<file path="src/rtl/queue_pkg.sv">
// ---------------------------------------------------------------------------
// queue_pkg
// Shared types and constants for the byte-queue arbiter slice.
//   DEF_DEPTH    default queue capacity (entries)
//   DEF_LEN_W    default width of the queue length bus
//   HOLD_CYCLES  cycles one queue operation keeps the controller busy
//   arb_state_t  controller FSM states
//   op_t         last/next operation for enqueue/dequeue alternation
// ---------------------------------------------------------------------------
package queue_pkg;

    localparam int unsigned DEF_DEPTH   = 8;
    localparam int unsigned DEF_LEN_W   = 4;
    localparam int unsigned HOLD_CYCLES = 3;

    typedef enum logic [1:0] {
        IDLE,
        HOLD,
        DELIVER
    } arb_state_t;

    typedef enum logic {
        OP_ENQ,
        OP_DEQ
    } op_t;

endpackage

</file>
<file path="src/rtl/queue_arbiter_if.sv">
// ---------------------------------------------------------------------------
// queue_arbiter_if
// Bundles the producer, consumer and queue-control signals of queue_arbiter.
// Modports:
//   slave   the arbiter side (drives acks, rd_valid/rd_data, queue strobes)
//   master  the environment side (producers, consumer and the queue itself)
// Signal names keep the arbiter's point of view (_in into the arbiter).
// ---------------------------------------------------------------------------
interface queue_arbiter_if #(
    parameter int unsigned LEN_W = queue_pkg::DEF_LEN_W
);

    logic             p0_req_in;
    logic [7:0]       p0_data_in;
    logic             p0_ack_out;
    logic             p1_req_in;
    logic [7:0]       p1_data_in;
    logic             p1_ack_out;
    logic             rd_req_in;
    logic             rd_valid_out;
    logic [7:0]       rd_data_out;
    logic [LEN_W-1:0] q_len_in;
    logic [7:0]       q_data_in;
    logic             q_enqueue_out;
    logic             q_dequeue_out;
    logic [7:0]       q_data_out;
    logic             busy_out;

    modport slave (
        input  p0_req_in, p0_data_in, p1_req_in, p1_data_in, rd_req_in, q_len_in, q_data_in,
        output p0_ack_out, p1_ack_out, rd_valid_out, rd_data_out, q_enqueue_out, q_dequeue_out,
               q_data_out, busy_out
    );

    modport master (
        output p0_req_in, p0_data_in, p1_req_in, p1_data_in, rd_req_in, q_len_in, q_data_in,
        input  p0_ack_out, p1_ack_out, rd_valid_out, rd_data_out, q_enqueue_out, q_dequeue_out,
               q_data_out, busy_out
    );

endinterface

</file>
<file path="src/rtl/rr_arbiter2.sv">
// ---------------------------------------------------------------------------
// rr_arbiter2
// Two-way round-robin arbiter. Grant is combinational from req and the
// priority pointer; the pointer moves past the granted requester on advance.
// Ports:
//   clk      clock
//   rst      synchronous active-high reset (pointer -> requester 0)
//   req      request vector
//   advance  a grant was consumed this cycle
//   grant    one-hot grant (zero when no request)
//   ptr      requester that wins when both request
// ---------------------------------------------------------------------------
module rr_arbiter2 (
    input  logic       clk,
    input  logic       rst,
    input  logic [1:0] req,
    input  logic       advance,
    output logic [1:0] grant,
    output logic       ptr
);

    logic ptr_q, ptr_d;

    always_comb begin
        grant = 2'b00;
        case (req)
            2'b01:   grant = 2'b01;
            2'b10:   grant = 2'b10;
            2'b11:   grant = ptr_q ? 2'b10 : 2'b01;
            default: grant = 2'b00;
        endcase
    end

    always_comb begin
        ptr_d = ptr_q;
        // Granting requester 0 hands priority to 1 and vice versa.
        if (advance && (grant != 2'b00)) begin
            ptr_d = grant[0];
        end
    end

    always_ff @(posedge clk) begin
        if (rst) begin
            ptr_q <= 1'b0;
        end else begin
            ptr_q <= ptr_d;
        end
    end

    assign ptr = ptr_q;

endmodule

</file>
<file path="src/rtl/queue_arbiter.sv">
// ---------------------------------------------------------------------------
// queue_arbiter
// Shares one byte queue between two producers and one consumer. Level
// requests become single-cycle enqueue/dequeue strobes spaced so the queue's
// WAIT/ENQUEUE/DEQUEUE handshake always completes; never enqueues when full
// nor dequeues when empty. All outputs are registered and reset to 0.
// Ports:
//   clock_10KHZ  clock shared with the queue
//   reset        synchronous active-high reset, shared with the queue
//   bus          queue_arbiter_if.slave: producer req/data/ack, consumer
//                req/valid/data, queue len/data in, queue strobes/data out,
//                busy_out
// ---------------------------------------------------------------------------
module queue_arbiter
    import queue_pkg::*;
#(
    parameter int unsigned DEPTH = DEF_DEPTH,
    parameter int unsigned LEN_W = DEF_LEN_W
) (
    input  logic          clock_10KHZ,
    input  logic          reset,
    queue_arbiter_if.slave bus
);

    localparam int unsigned CNT_W = 2;
    localparam logic [CNT_W-1:0] CNT_LOAD = CNT_W'(HOLD_CYCLES - 1);

    arb_state_t       state_q, state_d;
    logic [CNT_W-1:0] cnt_q, cnt_d;
    logic             rd_pending_q, rd_pending_d;
    op_t              pref_q, pref_d;
    logic             q_enqueue_q, q_enqueue_d;
    logic             q_dequeue_q, q_dequeue_d;
    logic [7:0]       q_data_q, q_data_d;
    logic             p0_ack_q, p0_ack_d;
    logic             p1_ack_q, p1_ack_d;
    logic             rd_valid_q, rd_valid_d;
    logic [7:0]       rd_data_q, rd_data_d;
    logic             busy_q, busy_d;

    logic             enq_ok, deq_ok;
    logic [1:0]       rr_req, rr_grant;
    logic             rr_advance, rr_ptr;

    assign rr_req = {bus.p1_req_in, bus.p0_req_in};

    rr_arbiter2 u_rr (
        .clk     (clock_10KHZ),
        .rst     (reset),
        .req     (rr_req),
        .advance (rr_advance),
        .grant   (rr_grant),
        .ptr     (rr_ptr)
    );

    // With both producers asking, the winner must be the pointed-to one.
    always_comb begin
        if (&rr_req) begin
            assert (rr_grant[rr_ptr]);
        end
    end

    always_comb begin
        state_d      = state_q;
        cnt_d        = cnt_q;
        rd_pending_d = rd_pending_q;
        pref_d       = pref_q;
        q_enqueue_d  = 1'b0;
        q_dequeue_d  = 1'b0;
        p0_ack_d     = 1'b0;
        p1_ack_d     = 1'b0;
        rd_valid_d   = 1'b0;
        q_data_d     = q_data_q;
        rd_data_d    = rd_data_q;
        busy_d       = busy_q;
        rr_advance   = 1'b0;

        enq_ok = (bus.p0_req_in | bus.p1_req_in) & (bus.q_len_in < LEN_W'(DEPTH));
        deq_ok = bus.rd_req_in & (bus.q_len_in != '0);

        case (state_q)
            IDLE: begin
                // When both are eligible, pref_q holds the opposite of the last grant.
                if (enq_ok && (!deq_ok || (pref_q == OP_ENQ))) begin
                    q_enqueue_d  = 1'b1;
                    q_data_d     = rr_grant[1] ? bus.p1_data_in : bus.p0_data_in;
                    p0_ack_d     = rr_grant[0];
                    p1_ack_d     = rr_grant[1];
                    rr_advance   = 1'b1;
                    busy_d       = 1'b1;
                    cnt_d        = CNT_LOAD;
                    rd_pending_d = 1'b0;
                    pref_d       = OP_DEQ;
                    state_d      = HOLD;
                end else if (deq_ok) begin
                    q_dequeue_d  = 1'b1;
                    busy_d       = 1'b1;
                    cnt_d        = CNT_LOAD;
                    rd_pending_d = 1'b1;
                    pref_d       = OP_ENQ;
                    state_d      = HOLD;
                end
            end
            HOLD: begin
                cnt_d = cnt_q - 1'b1;
                // cnt reaches zero on this edge.
                if (cnt_q == CNT_W'(1)) begin
                    if (rd_pending_q) begin
                        state_d = DELIVER;
                    end else begin
                        state_d = IDLE;
                        busy_d  = 1'b0;
                    end
                end
            end
            DELIVER: begin
                rd_data_d    = bus.q_data_in;
                rd_valid_d   = 1'b1;
                rd_pending_d = 1'b0;
                busy_d       = 1'b0;
                state_d      = IDLE;
            end
            default: begin
                state_d = IDLE;
                busy_d  = 1'b0;
            end
        endcase
    end

    always_ff @(posedge clock_10KHZ) begin
        if (reset) begin
            state_q      <= IDLE;
            cnt_q        <= '0;
            rd_pending_q <= 1'b0;
            pref_q       <= OP_ENQ;
            q_enqueue_q  <= 1'b0;
            q_dequeue_q  <= 1'b0;
            q_data_q     <= '0;
            p0_ack_q     <= 1'b0;
            p1_ack_q     <= 1'b0;
            rd_valid_q   <= 1'b0;
            rd_data_q    <= '0;
            busy_q       <= 1'b0;
        end else begin
            state_q      <= state_d;
            cnt_q        <= cnt_d;
            rd_pending_q <= rd_pending_d;
            pref_q       <= pref_d;
            q_enqueue_q  <= q_enqueue_d;
            q_dequeue_q  <= q_dequeue_d;
            q_data_q     <= q_data_d;
            p0_ack_q     <= p0_ack_d;
            p1_ack_q     <= p1_ack_d;
            rd_valid_q   <= rd_valid_d;
            rd_data_q    <= rd_data_d;
            busy_q       <= busy_d;
        end
    end

    assign bus.p0_ack_out    = p0_ack_q;
    assign bus.p1_ack_out    = p1_ack_q;
    assign bus.rd_valid_out  = rd_valid_q;
    assign bus.rd_data_out   = rd_data_q;
    assign bus.q_enqueue_out = q_enqueue_q;
    assign bus.q_dequeue_out = q_dequeue_q;
    assign bus.q_data_out    = q_data_q;
    assign bus.busy_out      = busy_q;

endmodule

</file>
<file path="src/flat_wrapper.sv">
// flat-port wrapper written by rule: the top's interface ports become plain ports
module queue_arbiter_flat import queue_pkg::*;
#(
    parameter int unsigned DEPTH = DEF_DEPTH,
    parameter int unsigned LEN_W = DEF_LEN_W
)
  (clock_10KHZ, reset, bus_p0_req_in, bus_p0_data_in, bus_p1_req_in, bus_p1_data_in, bus_rd_req_in, bus_q_len_in, bus_q_data_in, bus_p0_ack_out, bus_p1_ack_out, bus_rd_valid_out, bus_rd_data_out, bus_q_enqueue_out, bus_q_dequeue_out, bus_q_data_out, bus_busy_out);
  queue_arbiter_if #(.LEN_W(LEN_W)) bus_i ();
  input  logic clock_10KHZ;
  input  logic reset;
  input wire logic [$bits(bus_i.p0_req_in)-1:0] bus_p0_req_in;
  input wire logic [$bits(bus_i.p0_data_in)-1:0] bus_p0_data_in;
  input wire logic [$bits(bus_i.p1_req_in)-1:0] bus_p1_req_in;
  input wire logic [$bits(bus_i.p1_data_in)-1:0] bus_p1_data_in;
  input wire logic [$bits(bus_i.rd_req_in)-1:0] bus_rd_req_in;
  input wire logic [$bits(bus_i.q_len_in)-1:0] bus_q_len_in;
  input wire logic [$bits(bus_i.q_data_in)-1:0] bus_q_data_in;
  output wire logic [$bits(bus_i.p0_ack_out)-1:0] bus_p0_ack_out;
  output wire logic [$bits(bus_i.p1_ack_out)-1:0] bus_p1_ack_out;
  output wire logic [$bits(bus_i.rd_valid_out)-1:0] bus_rd_valid_out;
  output wire logic [$bits(bus_i.rd_data_out)-1:0] bus_rd_data_out;
  output wire logic [$bits(bus_i.q_enqueue_out)-1:0] bus_q_enqueue_out;
  output wire logic [$bits(bus_i.q_dequeue_out)-1:0] bus_q_dequeue_out;
  output wire logic [$bits(bus_i.q_data_out)-1:0] bus_q_data_out;
  output wire logic [$bits(bus_i.busy_out)-1:0] bus_busy_out;
  assign bus_i.p0_req_in = bus_p0_req_in;
  assign bus_i.p0_data_in = bus_p0_data_in;
  assign bus_i.p1_req_in = bus_p1_req_in;
  assign bus_i.p1_data_in = bus_p1_data_in;
  assign bus_i.rd_req_in = bus_rd_req_in;
  assign bus_i.q_len_in = bus_q_len_in;
  assign bus_i.q_data_in = bus_q_data_in;
  assign bus_p0_ack_out = bus_i.p0_ack_out;
  assign bus_p1_ack_out = bus_i.p1_ack_out;
  assign bus_rd_valid_out = bus_i.rd_valid_out;
  assign bus_rd_data_out = bus_i.rd_data_out;
  assign bus_q_enqueue_out = bus_i.q_enqueue_out;
  assign bus_q_dequeue_out = bus_i.q_dequeue_out;
  assign bus_q_data_out = bus_i.q_data_out;
  assign bus_busy_out = bus_i.busy_out;
  queue_arbiter #(.DEPTH(DEPTH), .LEN_W(LEN_W)) u_core (.clock_10KHZ(clock_10KHZ), .reset(reset), .bus(bus_i));
endmodule
</file>
<file path="config.mk">
export PLATFORM = sky130hd
export DESIGN_NAME = queue_arbiter_flat
export DESIGN_NICKNAME = d
export VERILOG_FILES = /design/src/rtl/queue_pkg.sv /design/src/rtl/queue_arbiter_if.sv /design/src/rtl/rr_arbiter2.sv /design/src/rtl/queue_arbiter.sv /design/src/flat_wrapper.sv
export SDC_FILE = /design/constraint.sdc
export NUM_CORES = 1
export LEC_CHECK = 0
export ABC_AREA = 0
export CORE_ASPECT_RATIO = 0.7
export CORE_MARGIN = 5
export CORE_UTILIZATION = 43
export DETAILED_ROUTE_END_ITERATION = 10
export HOLD_SLACK_MARGIN = 0.02
export MAX_ROUTING_LAYER = met4
export PLACE_DENSITY = 0.83
export SYNTH_ARGS = -nofsm -noshare
export SYNTH_HDL_FRONTEND = slang
export SYNTH_SLANG_ARGS = --single-unit
export TNS_END_PERCENT = 100
</file>
<file path="constraint.sdc">
create_clock -name clock_10KHZ -period 3.4 [get_ports clock_10KHZ]
set_clock_uncertainty 0.15 [all_clocks]
set_input_delay 1.02 -clock clock_10KHZ [delete_from_list [all_inputs] [get_ports clock_10KHZ]]
set_output_delay 1.02 -clock clock_10KHZ [all_outputs]
set_load 0.02 [all_outputs]
</file>
## Word-level counts from Yosys, hierarchy flattened

Index checks and enable logic that the tools add are counted.
Widths: inputs -> output; s select.

| word-level totals | value |
|---|---|
| register bits | 29 |
| input bits | 33 |
| output and inout bits | 22 |
| word-level logic and storage cells | 72 |

| cells by class | value |
|---|---|
| $add $sub $neg | 1 |
| $lt $le $gt $ge | 1 |
| eq/ne operators | 9 |
| mux-type cells | 24 |
| bitwise gates (word level) | 6 |
| reduce and logical (&&, ||, !) cells | 18 |

Operators by type and width:

| kind | number |
|---|---|
| $mux 2 | 7 |
| $mux 1 | 11 |
| $reduce_and 2->1 | 5 |
| $mux 8 | 1 |
| $pmux 2 s2 | 2 |
| $reduce_bool 2->1 | 4 |
| $eq 2x1->1 const B | 3 |
| $eq 2x2->1 const B | 3 |
| $pmux 2 s3 | 1 |
| $reduce_or 3->1 | 2 |
| $lt 4x4->1 const B | 1 |
| $pmux 1 s2 | 2 |
| $reduce_bool 4->1 | 1 |
| $ne 3x1->1 const B | 1 |
| $not 1->1 | 3 |
| $reduce_and 3->1 | 1 |
| $and 1x1->1 | 2 |
| $logic_and 1x1->1 | 2 |
| $logic_not 2->1 | 1 |
| $ne 2x1->1 const B | 1 |
| $ne 2x2->1 const B | 1 |
| $sub 2x1->2 const B | 1 |
| $logic_not 1->1 | 1 |
| $logic_or 1x1->1 | 1 |
| $or 1x1->1 | 1 |

## Depth between registers and ports, before layout

Gate-level depths: netlist (run 1).

| depth | value |
|---|---|
| word-level depth | 8 |
| gate-level depth with buffers | 5 |
| mapped depth without buffers | 5 |

## Modules after synthesis

From an unflattened synthesis (run 1), not the netlist that was laid out.

| unflattened totals | value |
|---|---|
| cells, all modules | 119 |
| area total of the unflattened synthesis | 1241.2 µm² |

Modules (own cells, without submodules):

| module | instances | cells each | area an instance (µm²) | sequential area each (µm²) |
|---|---|---|---|---|
| queue_arbiter | 1 | 112 | 1176.1 | 560.5 |
| rr_arbiter2 | 1 | 7 | 65.1 | 20.0 |

## Least setup slack after synthesis (run 1)

OpenSTA, ideal clock, no wires.

| timing path | value |
|---|---|
| kind | in2reg |
| start point | input port bus_q_len_in[1] |
| end point | register u_core.q_data_q[6] (netlist: u_core.bus.q_data_out[6]) |
| library setup time | 79 ps |
| data arrival time | 2426 ps |
| data required time | 3171 ps |
| slack | 745 ps |
| stages | 5 |
| buffers on the path | 1 |
| cells stage by stage | or4_4 > a311oi_4 > buf_6 > nor2_2 > a211oi_2 |

| on the way | value |
|---|---|
| word-level cells in the longest chain between the ends | 6 |
| elaborated cells on any way between the ends | 8 |
| those cells by class | 1 x order compare; 2 x bitwise; 5 x reduce/logical |

Ends and longest elaborated chain:

| what | RTL line | RTL |
|---|---|---|
| from (decl) | flat_wrapper.sv:16 | `input wire logic [$bits(bus_i.q_len_in)-1:0] bus_q_len_in;` |
| parallel branches: the longest is 4 deep, another holds $lt 4x4->1 | n/a |  |
| $logic_and 1x1->1 * | queue_arbiter.sv:84 | `if (enq_ok && (!deq_ok \|\| (pref_q == OP_ENQ))) begin` |
| $reduce_and 2->1 (no line) * | n/a |  |
| to (signal assigned) | queue_arbiter.sv:151 | `q_data_q <= q_data_d;` |
| to (decl) | queue_arbiter.sv:34 | `logic [7:0] q_data_q, q_data_d;` |

Every way passes the cells marked *.
A chain may end at the register's enable or synchronous reset.

## Worst setup path in the final report (run 1)

| timing path | value |
|---|---|
| start point | input port bus_q_len_in[1] |
| end point | register u_core.q_data_q[3] (netlist: u_core.bus.q_data_out[3]) |

The elaborated chain is that of the path after synthesis.

==> results of run 1 <==
==> power breakdown <==
part | leakage (nW) | switching (mW) | internal [mW]
Sequential | 0.237 | 0.0119 | 0.360
Combinational | 0.415 | 0.0669 | 0.0826
Clock | 0.0443 | 0.115 | 0.160
==> area by class of cell <==
type                            count  share of cell area, %
Multi-Input combinational cell     89                   29.7
Sequential cell                    29                   31.6
Tap cell                           34                   2.32
Clock buffer                        7                   4.70
Inverter                            3                  0.613
Timing Repair Buffer               58                   31.1
==> per-layer routing <==
layer | vias to the layer above | wire (µm) | track usage, %
met1 | 494 | 1310 | 19.7
met4 | 0 | 46 | 8.28
met3 | 5 | 117 | 3.92
met2 | 17 | 1580 | 28.7
li1 | 557 | - | -
met5 | - | 0 | -
==> registers in the layout (all words and copies together), names as in the netlist, 2 cells and up <==
name and count:
u_core.cnt_q 2, u_core.bus.q_data_out 8, u_core.state_q 2, u_core.bus.rd_data_out 8
==> logic make-up after synthesis <==
group	after synthesis
AND/OR/NAND/NOR	48
AO/OA/AOI/OAI	31
flip-flops	29
buffers and inverters	10
multiplexers	9
adder cells (fa/ha/maj)	1
==> worst max-delay path, stage by stage <==
cell,delay [ns]
clkdlybuf4s50_1,0.42
or4_4,0.55
a311oi_4,0.29
buf_4,0.27
nor2_1,0.07
a211oi_1,0.21
==> through the flow <==
stage	cells	util [%]	hold slack, ns	worst slack (ns)
4_1_cts	220	72.5	0.303	0.582
3_5_place_dp	213	69.1	0.298	0.307
6_report	220	72.5	0.303	0.600
3_3_place_gp	213	69.1	0.290	0.362
2_1_floorplan	128	-	0.283	0.745
5_1_grt	220	72.5	0.323	0.444
==> path summary, 6_finish.rpt <==
check,start,slack [ns],to
worst max-delay path,bus_q_len_in[1],0.60,u_core.bus.q_data_out[3]$_SDFFE_PP0P_
worst min-delay path,u_core.bus.rd_data_out[4]$_SDFFE_PP0P_,0.30,u_core.bus.rd_data_out[4]$_SDFFE_PP0P_
worst max register to register,u_core.state_q[0]$_SDFFE_PP0P_,1.66,u_core.bus.q_data_out[3]$_SDFFE_PP0P_
worst min register to register,u_core.bus.rd_data_out[4]$_SDFFE_PP0P_,0.30,u_core.bus.rd_data_out[4]$_SDFFE_PP0P_
==> cell usage in the layout, fill, tap and decap left out <==
cell type / n
a21oi_1: 11
a2111oi_0: 1
mux2i_1: 9
o31a_1: 1
nor2_2: 1
clkbuf_1: 1
a211oi_2: 1
a311oi_4: 1
nor3_1: 1
o21ai_0: 2
a21boi_0: 1
nor2b_1: 3
a31oi_1: 1
nand2b_1: 3
and2_1: 1
ha_1: 1
or4_4: 1
nor2_1: 16
clkbuf_8: 6
dfxtp_1: 29
o22ai_1: 1
inv_1: 3
nor3b_2: 1
clkdlybuf4s50_1: 54
o21ai_1: 1
buf_4: 4
o41ai_1: 1
or2_2: 1
o21bai_1: 1
a211oi_1: 8
nand2_1: 20
==> results.md, run 1 <==
- The run finished with clean final reports.
- Measured against the total synthesized area, the mux share comes to 7.69%.
- The cell type with the highest aggregate area in the netlist is dfxtp_1.
- Setup repair after global routing left no endpoint under its margin.
- The weighted congestion at the end of routability-driven global placement is 0.735.
- The starting density of the core is 46.2%.
- Registers take 581 µm².
- The final-report hold violation count is 0.
- Of the post-synthesis cell area, the dominant cell type holds 49.6%.
- The count of buffers inserted at the top-level ports is 54.
- The post-detailed-route count of antenna-violating nets is 0.
- The peak supply drop is 0.000298 V.
- The actual transition at the worst max-transition pin is 0.545 ns.
- The area share of and/or/nand/nor cells after synthesis is 18.8%.
- The complex-gate fraction of the synthesized area is 19.0%.
- The worst hold path class is reg2reg.
- The sort of element at the end of the critical path is a register.
- The core outline area is 2530 µm².
- The total chip power is 0.796 mW.
- The maximum number of pins on one net before global-route repair is 20.
- The sum of negative setup slack is 0 ns.
- The number of cells on the worst hold path is 2.
- The synthesized net count is 162.
- The post-cts sizing count is 0.
- The combined global-route utilization of all metal layers is 17.1%.
- The clock sink count is 29.
- The count of routing violations after the opening detailed-route iteration is 60.
- The die is 72.4 µm wide.
- After synthesis, the netlist uses 29 different library cells.
- Summing all placed instances gives a cell area of 1750 µm².
- Measured against its own limit, the worst slew margin works out to 63.6%.
- A synthesized cell averages 9.15 µm².
- Summing all multi-input logic gate instances after layout gives 546 µm².
- The die area is 3880 µm².
- The number of iterations in the first detailed-routing pass is 4.
- The CTS buffer count is 5.
- By area, the combinational part of the netlist is dominated by compound AO/OA/AOI/OAI gates.
- The count of pins on the block boundary is 55.
- Sorting the synthesized cells by area gives the leading types as dfxtp_1 50%, mux2i_1 7.7%, nand2_1 6.4%, a211oi_1 5.1%, nor2_1 5.1%.
- Subtracting the final worst setup slack from the clock period gives 2.80 ns.
- Hold repair after CTS inserted 0 buffers.
- The clock-pin slew reported for the worst setup and hold paths after clock tree synthesis is 0.05 ns.
- Yosys instantiated no cell more often than dfxtp_1.
- In the final routed layout, each cell accounts on average for 13.9 µm.
- The sum of net half-perimeters after detailed placement is 2340 µm.
- After Yosys synthesis, full adders, half adders and majority gates account for 1.07% of the synthesized area.
- The die is 53.7 µm tall.
- The total via count in the routed design is 1073.
- After routing the design area is 1840 µm².
- The data arrival time at the worst-slack endpoint is 2.83 ns.
- The final critical path takes up 82.4% of the cycle.
- Setup violations remaining at the end of the flow were counted as 0.
- In this run, synthesis inferred 0 flip-flops with an integrated enable.
- The routed via count divided by cell count is 4.88.
- The largest buffer count on any clock path is 2.
- The DRC violation count after routing is 0.
- Of the synthesized area, sequential elements account for 49.6%.
- The clock root buffer master is clkbuf_8.
- The Yosys step of the flow raised 0 warnings.
- Based on the critical path, the design can be clocked at up to 357 MHz.
- Global routing finished with a remaining overflow of 0.
- After detailed routing, the total wire length is 3050 µm.
- The first global-routing pass estimated 4820 µm of wire.
- 0 antenna diodes ended up in the layout.
- Of the total synthesized cell area, the portion taken by XOR and XNOR cells is 0%.
- The buffer count from post-CTS setup fixing is 0.
- The power density over cell area is 434 nW/µm².
- The count of filler cells inserted in the layout is 195.
- The number of antenna violations at the first check in global routing was 0.
- In this run the static leakage power is 0.696 nW.
- In the final design database the tool counted 220 nets.
- The area added between synthesis and finish is 56.8%.
- The number of cells traversed by the worst register-to-register path is 5.
- The async set-or-reset flop fraction in the synthesized netlist is 0%.
- The kind of start point of the critical path is an input pin.
- The highest net fanout along the worst path is 19.
- TritonCTS built the clock tree.
- The number of instances in the synthesized netlist is 128.
- Clock latency on the worst-skew pair, taken at its later pin, is 0.27 ns.
- The cell area that synthesis handed to floorplanning was 1170 µm².
- The path type of the worst setup path is in2reg.
- The H-tree generated during clock tree synthesis spans 2 levels.
- The final count of pins violating max slew is 0.
- Counting flops and latches in the post-synthesis netlist gives 29.
- After synthesis, the most frequently instantiated cells are 29 x dfxtp_1, 20 x nand2_1, 16 x nor2_1, 11 x a21oi_1, 9 x mux2i_1.
- The required time of the worst setup path is 3.43 ns.
- The number of core rows is 15.
- Across the run, the number of max-cap violations was 0.
- The number of global-route vias before repair is 1056.
- In the final layout, the share of cells above drive strength 1 is 8.60%.
- For this run, the leading register cell type out of synthesis is dfxtp_1.
(Power assumes the default switching activity.)
==> inputs of run 2 (changes only) <==
--- a/config.mk
+++ b/config.mk
@@ -8,11 +8,11 @@
 export ABC_AREA = 0
 export CORE_ASPECT_RATIO = 0.7
 export CORE_MARGIN = 5
-export CORE_UTILIZATION = 43
+export CORE_UTILIZATION = 36
 export DETAILED_ROUTE_END_ITERATION = 10
 export HOLD_SLACK_MARGIN = 0.02
 export MAX_ROUTING_LAYER = met4
-export PLACE_DENSITY = 0.83
+export PLACE_DENSITY = 0.75
 export SYNTH_ARGS = -nofsm -noshare
 export SYNTH_HDL_FRONTEND = slang
 export SYNTH_SLANG_ARGS = --single-unit
==> constraint.sdc (replaced) <==
create_clock -name clock_10KHZ -period 2.3 [get_ports clock_10KHZ]
set_clock_uncertainty 0.15 [all_clocks]
set_input_delay 0.69 -clock clock_10KHZ [delete_from_list [all_inputs] [get_ports clock_10KHZ]]
set_output_delay 0.69 -clock clock_10KHZ [all_outputs]
set_load 0.02 [all_outputs]
==> run 2 against run 1 <==
Critical path depth up 1. Sequential power up 48%. Register-to-register slack worse by 1.1 ns. Global-route usage down 1.3 points. Non-clock buffer count up 9. Sequential share of layout area down 2.3 points. Cell count up 6.4%. Worst hold slack better by 0.0067 ns. Cell area up 8.0%. First-iteration DRC count down 48%.
==> results.md, run 2 (same netlist as run 1, synthesis figures left out) <==
- The clock sink count is 29 (unchanged).
- The power density over cell area is 640 nW/µm² (was 434 nW/µm²).
- The worst stage delay on the critical path came to 0.54 ns (was 0.55 ns).
- The total via count in the routed design came to 1130 (was 1073).
- The DRC violation count after routing is 0 (unchanged).
- The worst path needs 2.26 ns of the cycle, external delays included.
- The kind of start point of the critical path is an input pin (unchanged).
- The clock network power share is 36.2% (was 34.6%).
- The number of buffers added to fix hold violations after cts is 0 (unchanged).
- The critical path endpoint is u_core.u_rr.ptr$_SDFFE_PP0P_ (was u_core.bus.q_data_out[3]$_SDFFE_PP0P_).
- The worst reg2reg path endpoint is u_core.u_rr.ptr$_SDFFE_PP0P_ (was u_core.bus.q_data_out[3]$_SDFFE_PP0P_).
- The leakage power total is 0.777 nW (was 0.696 nW).
- The power share of the combinational group came to 20.4% (was 18.8%).
- Status: finished clean (unchanged).
- The number of maximum-capacitance violations was 0 (unchanged).
- The number of cells traversed by the worst register-to-register path is 6 (was 5).
- The actual transition at the worst max-transition pin is 0.497 ns (was 0.545 ns).
- The fmax is 442 MHz.
- The layout net count is 229 (was 220).
- The final standard cell utilization of the core came to 63.0% (was 72.5%).
- The routed via count divided by cell count is 4.83 (was 4.88).
- The final setup violation count came to 0 (unchanged).
- The data arrival time at the worst-slack endpoint is 2.29 ns (was 2.83 ns).
- The proportion of power drawn by flip-flops and latches came to 43.3% (was 46.7%).
- The most common cell after layout, fill and taps aside is clkdlybuf4s50_1 (unchanged).
- The share of cells above drive strength 1 is 14.8% (was 8.60%).
- The insertion delay of the later-clocked pin in the worst-skew pair is 0.28 ns (was 0.27 ns).
- The weighted congestion at the end of routability-driven global placement was 0.749 (was 0.735).
- The count of filler cells inserted in the layout came to 255 (was 195).
- The count of routing violations after the opening detailed-route iteration is 31 (was 60).
- The peak supply drop is 0.000369 V (was 0.000298 V).
- The number of iterations in the first detailed-routing pass is 6 (was 4).
- The sort of element at the end of the critical path is a register (unchanged).
- The origin of the worst setup path was bus_q_len_in[3] (was bus_q_len_in[1]).
- The number of core rows was 17 (was 15).
- The switching share of power came to 25.0% (was 24.4%).
- The minimum setup slack after placement is -0.374 ns (was 0.307 ns).
- The horizontal die dimension was 78.2 µm (was 72.4 µm).
- The cell-internal power is 0.951 mW (was 0.602 mW).
- The path type of the worst setup path is in2reg (unchanged).
- The number of antenna violations at the first check in global routing is 0 (unchanged).
- The clock root buffer master is clkbuf_8 (unchanged).
- The switching component of the power is 0.317 mW (was 0.194 mW).
- The total wire length after detailed routing was 3250 µm (was 3050 µm).
- The maximum number of pins on one net before global-route repair came to 13 (was 20).
- Most used cells in the layout excluding fill and tap cells: 50 x clkdlybuf4s50_1, 29 x dfxtp_1, 20 x nand2_1 (was 54 x clkdlybuf4s50_1, 29 x dfxtp_1, 20 x nand2_1).
- The number of global-route vias before repair came to 1145 (was 1056).
- The clock-pin slew reported for the worst setup and hold paths after clock tree synthesis was 0.06 ns (was 0.05 ns).
- The startpoint of the worst register-to-register path was u_core.state_q[0]$_SDFFE_PP0P_ (unchanged).
- The sum of negative setup slack is 0 ns (unchanged).
- The sum of net half-perimeters after detailed placement was 2410 µm (was 2340 µm).
- The core outline area came to 3150 µm² (was 2530 µm²).
- The first-pass GRT wire length came to 5330 µm (was 4820 µm).
- The area added between synthesis and finish was 69.3% (was 56.8%).
- The reg2reg setup slack is 0.54 ns (was 1.66 ns).
- The clock tree from TritonCTS is yes (unchanged).
- The total grt overflow was 0 (unchanged).
- Setup repair after global routing missed its margin: no (unchanged).
- The die span in y came to 57.7 µm (was 53.7 µm).
- The number of diodes is 0 (unchanged).
- The minimum hold slack came to 0.310 ns (was 0.303 ns).
- The post-layout worst setup margin is 0.0375 ns (was 0.600 ns).
- The combined global-route utilization of all metal layers was 15.8% (was 17.1%).
- The final-report hold violation count is 0 (unchanged).
- The post-route non-filler standard cell count is 234 (was 220).
- The post-detailed-route count of antenna-violating nets was 0 (unchanged).
- The highest net fanout along the worst path is 5 (was 19).
- The count of buffers inserted at the top-level ports is 54 (unchanged).
- The worst hold path class is reg2reg (unchanged).
- The required time of the worst setup path is 2.32 ns (was 3.43 ns).
- The placed cell count was 221 (was 213).
- The count of pins on the block boundary came to 55 (unchanged).
- The routed wirelength normalized by instance count came to 13.9 µm (about the same).
- The largest buffer count on any clock path came to 2 (unchanged).
- The remaining max-slew budget at the tightest pin came to 66.8% (was 63.6%).
- The die area was 4510 µm² (was 3880 µm²).
- The final count of pins violating max slew is 0 (unchanged).
- Series of cell instances along the critical path: dlygate4sd2_1 -> or4_4 -> a311oi_4 -> buf_6 -> buf_12 -> mux2i_1 -> nor2_1 (was clkdlybuf4s50_1 -> or4_4 -> a311oi_4 -> buf_4 -> nor2_1 -> a211oi_1).
- The starting density of the core is 37.2% (was 46.2%).
- The number of levels the H-tree was split into is 2 (unchanged).
- The critical path's slowest cell is or4_4 (unchanged).
- The worst path uses 98.4% of the clock period.
- The CTS buffer count was 5 (unchanged).
## run 2: final cells by class
cell class,count,area (µm²),share of cell area (%)
Timing Repair Buffer,67,689,34.8
Clock buffer,7,96.3,4.86
Multi-Input combinational cell,89,553,27.9
Tap cell,38,47.5,2.40
Clock inverter,1,5.00,0.252
Inverter,3,11.3,0.568
Sequential cell,29,581,29.3
## run 2: per-layer routing
metal  vias to the layer above  global-route usage (%)  part of all wire, %
met1                       516                    17.7                   44
met4                         0                    5.99                  1.4
met2                        32                    25.7                   48
li1                        575                       -                    -
met3                         7                    6.21                  6.4
met5                         -                       -                    0
## run 2: per-stage QoR
stage | total power [mW] | instance area [µm²]
after floorplan | 0.668 | 1170
after global placement | 0.784 | 1800
after detailed placement | 0.792 | 1800
after CTS | 1.27 | 1970
after global routing | 1.32 | 1980
final | 1.27 | 1980
## run 2: worst max-delay path: cells and delay by family
kind / cells / cell delay (ns)
and+or+nand+nor: 2 / 0.59
buffers and inverters: 3 / 0.52
muxes: 1 / 0.18
AOI/OAI and AO/OA: 1 / 0.30
## run 2: worst min path at each step
stage,end,startpoint,cells past startpoint,slack (ns)
after floorplan,u_core.state_q[1]$_SDFFE_PP0P_,u_core.rd_pending_q$_SDFFE_PP0P_,2,0.28
after global placement,u_core.state_q[1]$_SDFFE_PP0P_,u_core.rd_pending_q$_SDFFE_PP0P_,2,0.29
after detailed placement,u_core.bus.rd_data_out[4]$_SDFFE_PP0P_,u_core.bus.rd_data_out[4]$_SDFFE_PP0P_,2,0.30
after CTS,u_core.bus.rd_data_out[4]$_SDFFE_PP0P_,u_core.bus.rd_data_out[4]$_SDFFE_PP0P_,2,0.31
after global routing,u_core.bus.rd_data_out[2]$_SDFFE_PP0P_,u_core.bus.rd_data_out[2]$_SDFFE_PP0P_,2,0.33
final,u_core.bus.rd_data_out[4]$_SDFFE_PP0P_,u_core.bus.rd_data_out[4]$_SDFFE_PP0P_,2,0.31
## run 2: power by group through the flow
stage	sequential, mW	combinational (mW)	clock, mW
after floorplan	0.580	0.0877	0
after global placement	0.560	0.224	0
after detailed placement	0.560	0.231	0
after CTS	0.549	0.256	0.466
after global routing	0.553	0.279	0.489
final	0.549	0.259	0.460
## run 2: what timing repair did
item | in CTS | in global routing
gates resized for setup | 6 | 3
cloned | 2 | 0
setup buffers | 3 | 0
pin swaps | 6 | 3
setup endpoints to repair | 10 | 9
